[src/rtl/sgf_serial_addsub_if.sv]
// rtl/sgf_serial_addsub_if.sv - start/ready handshake and operand/result bundle for the digit-serial adder
interface sgf_serial_addsub_if #(
  parameter int W = 26
);
  logic         start_i;
  logic         op_i;
  logic [W-1:0] A_i;
  logic [W-1:0] B_i;
  logic         busy_o;
  logic         ready_o;
  logic [W-1:0] S_o;
  logic         C_o;

  // Control FSM side: issues requests, consumes results
  modport master (
    output start_i, op_i, A_i, B_i,
    input  busy_o, ready_o, S_o, C_o
  );

  // Arithmetic unit side
  modport slave (
    input  start_i, op_i, A_i, B_i,
    output busy_o, ready_o, S_o, C_o
  );
endinterface

[src/rtl/sgf_serial_addsub.sv]
// rtl/sgf_serial_addsub.sv - digit-serial significand adder/subtractor, D bits per clock, LSB first
module sgf_serial_addsub #(
  parameter int W = 26,
  parameter int D = 1
) (
  input  logic                clk,
  input  logic                rst,
  sgf_serial_addsub_if.slave  bus
);

  localparam int N  = W / D;
  localparam int CW = (N < 1) ? 1 : $clog2(N + 1);

  localparam logic [1:0] S_IDLE = 2'd0;
  localparam logic [1:0] S_RUN  = 2'd1;
  localparam logic [1:0] S_DONE = 2'd2;

  logic [1:0]    r_state;
  logic [CW-1:0] r_cnt;
  logic          r_carry;
  logic [W-1:0]  r_a;
  logic [W-1:0]  r_b;
  logic [W-1:0]  r_sh;
  logic [W-1:0]  r_s;
  logic          r_c;

  logic [D-1:0]  w_sum;
  logic          w_cout;
  logic [W-1:0]  w_sh_next;
  logic          w_accept;
  logic          w_last;

  assign w_accept = (r_state == S_IDLE) && bus.start_i;
  assign w_last   = (r_state == S_RUN) && (r_cnt == CW'(N - 1));

  // Ripple the registered carry through the low D bits of the operand registers
  always_comb begin : digit_adder
    logic v_c;
    v_c   = r_carry;
    w_sum = '0;
    for (int i = 0; i < D; i++) begin
      w_sum[i] = r_a[i] ^ r_b[i] ^ v_c;
      v_c      = (r_a[i] & r_b[i]) | (r_a[i] & v_c) | (r_b[i] & v_c);
    end
    w_cout = v_c;
  end

  // New digit enters at the top; after N steps the LSB digit has reached bit 0
  assign w_sh_next = (r_sh >> D) | (W'(w_sum) << (W - D));

  // Control state and digit counter
  always_ff @(posedge clk or negedge rst) begin
    if (!rst) begin
      r_state <= S_IDLE;
      r_cnt   <= '0;
    end else begin
      case (r_state)
        S_IDLE: begin
          if (bus.start_i) begin
            r_state <= S_RUN;
            r_cnt   <= '0;
          end
        end
        S_RUN: begin
          r_cnt <= r_cnt + CW'(1);
          if (w_last) r_state <= S_DONE;
        end
        S_DONE:  r_state <= S_IDLE;
        default: r_state <= S_IDLE;
      endcase
    end
  end

  // Operand capture on accept; subtraction becomes A + ~B + 1 via the initial carry
  always_ff @(posedge clk or negedge rst) begin
    if (!rst) begin
      r_a     <= '0;
      r_b     <= '0;
      r_carry <= 1'b0;
      r_sh    <= '0;
    end else if (w_accept) begin
      r_a     <= bus.A_i;
      r_b     <= bus.op_i ? ~bus.B_i : bus.B_i;
      r_carry <= bus.op_i;
    end else if (r_state == S_RUN) begin
      r_a     <= r_a >> D;
      r_b     <= r_b >> D;
      r_carry <= w_cout;
      r_sh    <= w_sh_next;
    end
  end

  // Result registers only move on the completion edge so the caller sees a stable value
  always_ff @(posedge clk or negedge rst) begin
    if (!rst) begin
      r_s <= '0;
      r_c <= 1'b0;
    end else if (w_last) begin
      r_s <= w_sh_next;
      r_c <= w_cout;
    end
  end

  assign bus.busy_o  = (r_state == S_RUN);
  assign bus.ready_o = (r_state == S_DONE);
  assign bus.S_o     = r_s;
  assign bus.C_o     = r_c;

endmodule
[src/flat_wrapper.sv]
// flat-port wrapper written by rule: the top's interface ports become plain ports
module sgf_serial_addsub_flat 
#(
  parameter int W = 26,
  parameter int D = 1
)
  (clk, rst, bus_start_i, bus_op_i, bus_A_i, bus_B_i, bus_busy_o, bus_ready_o, bus_S_o, bus_C_o);
  sgf_serial_addsub_if #(.W(W)) bus_i ();
  input  logic clk;
  input  logic rst;
  input wire logic [$bits(bus_i.start_i)-1:0] bus_start_i;
  input wire logic [$bits(bus_i.op_i)-1:0] bus_op_i;
  input wire logic [$bits(bus_i.A_i)-1:0] bus_A_i;
  input wire logic [$bits(bus_i.B_i)-1:0] bus_B_i;
  output wire logic [$bits(bus_i.busy_o)-1:0] bus_busy_o;
  output wire logic [$bits(bus_i.ready_o)-1:0] bus_ready_o;
  output wire logic [$bits(bus_i.S_o)-1:0] bus_S_o;
  output wire logic [$bits(bus_i.C_o)-1:0] bus_C_o;
  assign bus_i.start_i = bus_start_i;
  assign bus_i.op_i = bus_op_i;
  assign bus_i.A_i = bus_A_i;
  assign bus_i.B_i = bus_B_i;
  assign bus_busy_o = bus_i.busy_o;
  assign bus_ready_o = bus_i.ready_o;
  assign bus_S_o = bus_i.S_o;
  assign bus_C_o = bus_i.C_o;
  sgf_serial_addsub #(.W(W), .D(D)) u_core (.clk(clk), .rst(rst), .bus(bus_i));
endmodule
[config.mk]
export PLATFORM = sky130hd
export DESIGN_NAME = sgf_serial_addsub_flat
export DESIGN_NICKNAME = d
export VERILOG_FILES = /design/src/rtl/sgf_serial_addsub_if.sv /design/src/rtl/sgf_serial_addsub.sv /design/src/flat_wrapper.sv
export SDC_FILE = /design/constraint.sdc
export NUM_CORES = 1
export LEC_CHECK = 0
export CORE_UTILIZATION = 45
export CTS_CLUSTER_DIAMETER = 200
export DETAILED_ROUTE_END_ITERATION = 6
export PLACE_DENSITY = 0.78
export SLEW_MARGIN = 30
export SYNTH_ARGS = -nofsm -noshare
export SYNTH_HDL_FRONTEND = slang
export SYNTH_SLANG_ARGS = --single-unit
[constraint.sdc]
create_clock -name clk -period 2.2 [get_ports clk]
set_input_delay 0.44 -clock clk [delete_from_list [all_inputs] [get_ports clk]]
set_output_delay 0.44 -clock clk [all_outputs]
set_load 0.02 [all_outputs]
==> impl_results.md <==
* Pwr/cell area at 1210 nW/um2
* Worst Hold Class: input pin to async pin
* CTS tree: yes
* Vias per inst at about 5
* Tot Pwr at 7.41 mW
* Final WL at 9.11 mm
* Setup TNS at 0 ns
* Slew @ Worst Pin at 0.566 ns
* PnR worst setup slack at between 0.1 and 0.15 ns
* Register area share after synthesis at 0.562
* Cells after synthesis at 454
* DRC at 0
* H-tree lvl count at 3
* Peak supply drop at 0.583 mV
* Num Clock Sinks at 112
* Initial Util at 0.460
* Startpoint Class: flip-flop
* Maxcap violations at 0
* Largest cells by area after synthesis: dfrtp_1 (56%), nand2_1 (12%), mux2_4 (5.7%)
* Crit Path Category: flip-flop to primary output
* Final hold vios at 0
* Via count of the first global-routing pass at 3353
* Die width at 107 um
* Synth Cell Area at roughly 5000 um2
* Fill cell count at about 1000
* Slew margin rel. at 0.623
* CTS buffer count at 9
* #FFs+latches synth at 112
* Nets at 590
* Antenna cells at 0
* Boundary Pins at 85
* Root Driver: clkbuf_8
* Fin Hold WS at 0.392 ns
* Syn_nets at 513
* Post-synth EDFFs at 0
* Asr flop ratio synth at 1.00
* Drt pass-1 iters at 4
* DP Worst Slack at 0.358 ns
* Gr usage total at 0.171
* Period utilization at 0.948
* Reg clk slew, reported paths at 0.10 ns
* GRT Residual Overflow at 0
* Initial antenna violation count at 0
* First-pass GRT wire length at 15.6 mm
* FF+latch area at ~2800 um2
* Layout area overhead at 22.9%
* Die Y-Extent at approximately 110 um
* Crit path capture type: primary output
* Dpl hpwl at between 6 and 7 mm
* Row count at 38
* Maximum number of pins on one net before global-route repair at 85
* Antenna viol nets, final at 0
* WL/cell at 13.5 um
* Area of the multi-input gates at 1990 um2
* Data arrival, critical path at 1.65 ns
* Share of cells above drive strength 1 at 0.112
* Routed via count at roughly 3400
* Layout Skew at around 0.014 ns
* Commonest non-fill, non-tap cell in the layout: nand2_1
* Iter 0 DRT Violations at 144
* Synth top area share at 0.562
* Finish-stage setup viols at 0
* Dominant cell type by area after synthesis: dfrtp_1
* Fin crit period at 2.09 ns
* GPL Wtd Cong at 0.733
* Core area at 10800 um2
* Status: complete, no violations
* Clk_lat worst skew at ~0.37 ns
* Post-Layout Inst Area at 6130 um2
* Synthesized area per cell at 11.0 um2
* Die footprint at 11500 um2
* Bufs on Longest Clock Path at 2
* Static Leak at 2.86 nW
* Data required, critical path at 1.76 ns
* Worst Path Max Fanout at 4
* Synth Flop Type: dfrtp_1
* Warnings, synthesis at 0
* Synth unique cells at 28
* RSZ-0062 raised after global routing: no
* Max Freq at 479 MHz
* # port buffers at 84
* Most frequent cells in the layout: nand2_1 (160), dfrtp_1 (112), clkdlybuf4s50_1 (82)
* Final Max Slew Viols at 0
* Dpl cell area at between 5000 and 6000 um2
==> final timing paths <==
| path | to | from | depth (start not counted) | slack, ns |
|---|---|---|---|---|
| setup / recovery | bus_ready_o | u_core.r_state[0] | 2 | 0.11 |
| hold / removal | u_core.bus.S_o[10] | rst | 2 | 0.39 |
| setup reg to reg | u_core.r_cnt[2] | u_core.r_state[1] | 5 | 0.52 |
| hold reg to reg | u_core.r_sh[1] | u_core.r_sh[1] | 2 | 0.48 |
| max in group asynchronous | u_core.r_a[22] | rst | 3 | 1.08 |
| min in group clk | u_core.r_sh[1] | u_core.r_sh[1] | 2 | 0.48 |
==> power by group <==
group | switching (mW) | internal (mW) | total [mW]
Clock | 0.735 | 0.447 | 1.18
Combinational | 1.47 | 1.31 | 2.78
Sequential | 0.552 | 2.89 | 3.45
Total | 2.75 | 4.65 | 7.41
==> registers in the layout, indices dropped and copies added, names as in the netlist <==
signal and count:
u_core.bus.C_o 1, u_core.bus.S_o 26, u_core.r_a 26, u_core.r_b 26, u_core.r_carry 1, u_core.r_cnt 5, u_core.r_sh 25, u_core.r_state 2
==> synth_stat cells, drive strengths merged (2+ instances only) <==
cell type and count:
ha 2, inv 2, nand3 2, buf 24, nand2 160, dfrtp 112
xor2 28, o21ai 29, o22ai 3, mux2i 25, clkbuf 4, a22oi 26
mux2 27
==> stage by stage <==
step	instances	util
floorplan	454	-
global placement	659	0.547
detailed placement	659	0.547
CTS	676	0.566
global route	676	0.566
finish	676	0.566
==> worst max-delay path: stages, from the launching register on <==
cell	delay (ns)
dfrtp_1	0.45
nor2b_1	0.20
clkdlybuf4s50_1	0.63
==> timing repair <==
action	in CTS	in global routing
resized for setup	1	0
setup endpoints to repair	1	0
setup buffers	0	0
hold endpoints to repair	1	0
hold buffers	1	0
==> area by class of cell <==
| type | count | area share |
|---|---|---|
| clock inverters | 7 | 0.0108 |
| multi-input cells | 312 | 0.325 |
| repair buffers | 94 | 0.157 |
| inverters | 2 | 0.00122 |
| flip-flops and latches | 112 | 0.457 |
| well taps | 140 | 0.0286 |
| clock buffers | 9 | 0.0202 |
==> per-layer routing <==
layer / up-vias / GRT usage / part of all wire
li1: 1658 / - / -
met1: 1619 / 0.224 / 0.46
met2: 81 / 0.288 / 0.49
met3: 14 / 0.0242 / 0.035
met4: 0 / 0.0685 / 0.015
met5: - / 0 / 0
==> cell families (layout without fill, tap and decap cells) <==
kind of cell               after synthesis  after routing  synth area share
adders and majority gates                3              3           0.00903
xor gates and xnor gates                28             28            0.0491
muxes                                   52             52             0.125
buffers and inverters                   30            112            0.0409
DFF                                    112            112             0.562
and+or+nand+nor                        167            167             0.135
AOI/OAI and AO/OA                       62             62            0.0787
No activity file was read; power rests on OpenSTA's default activity.
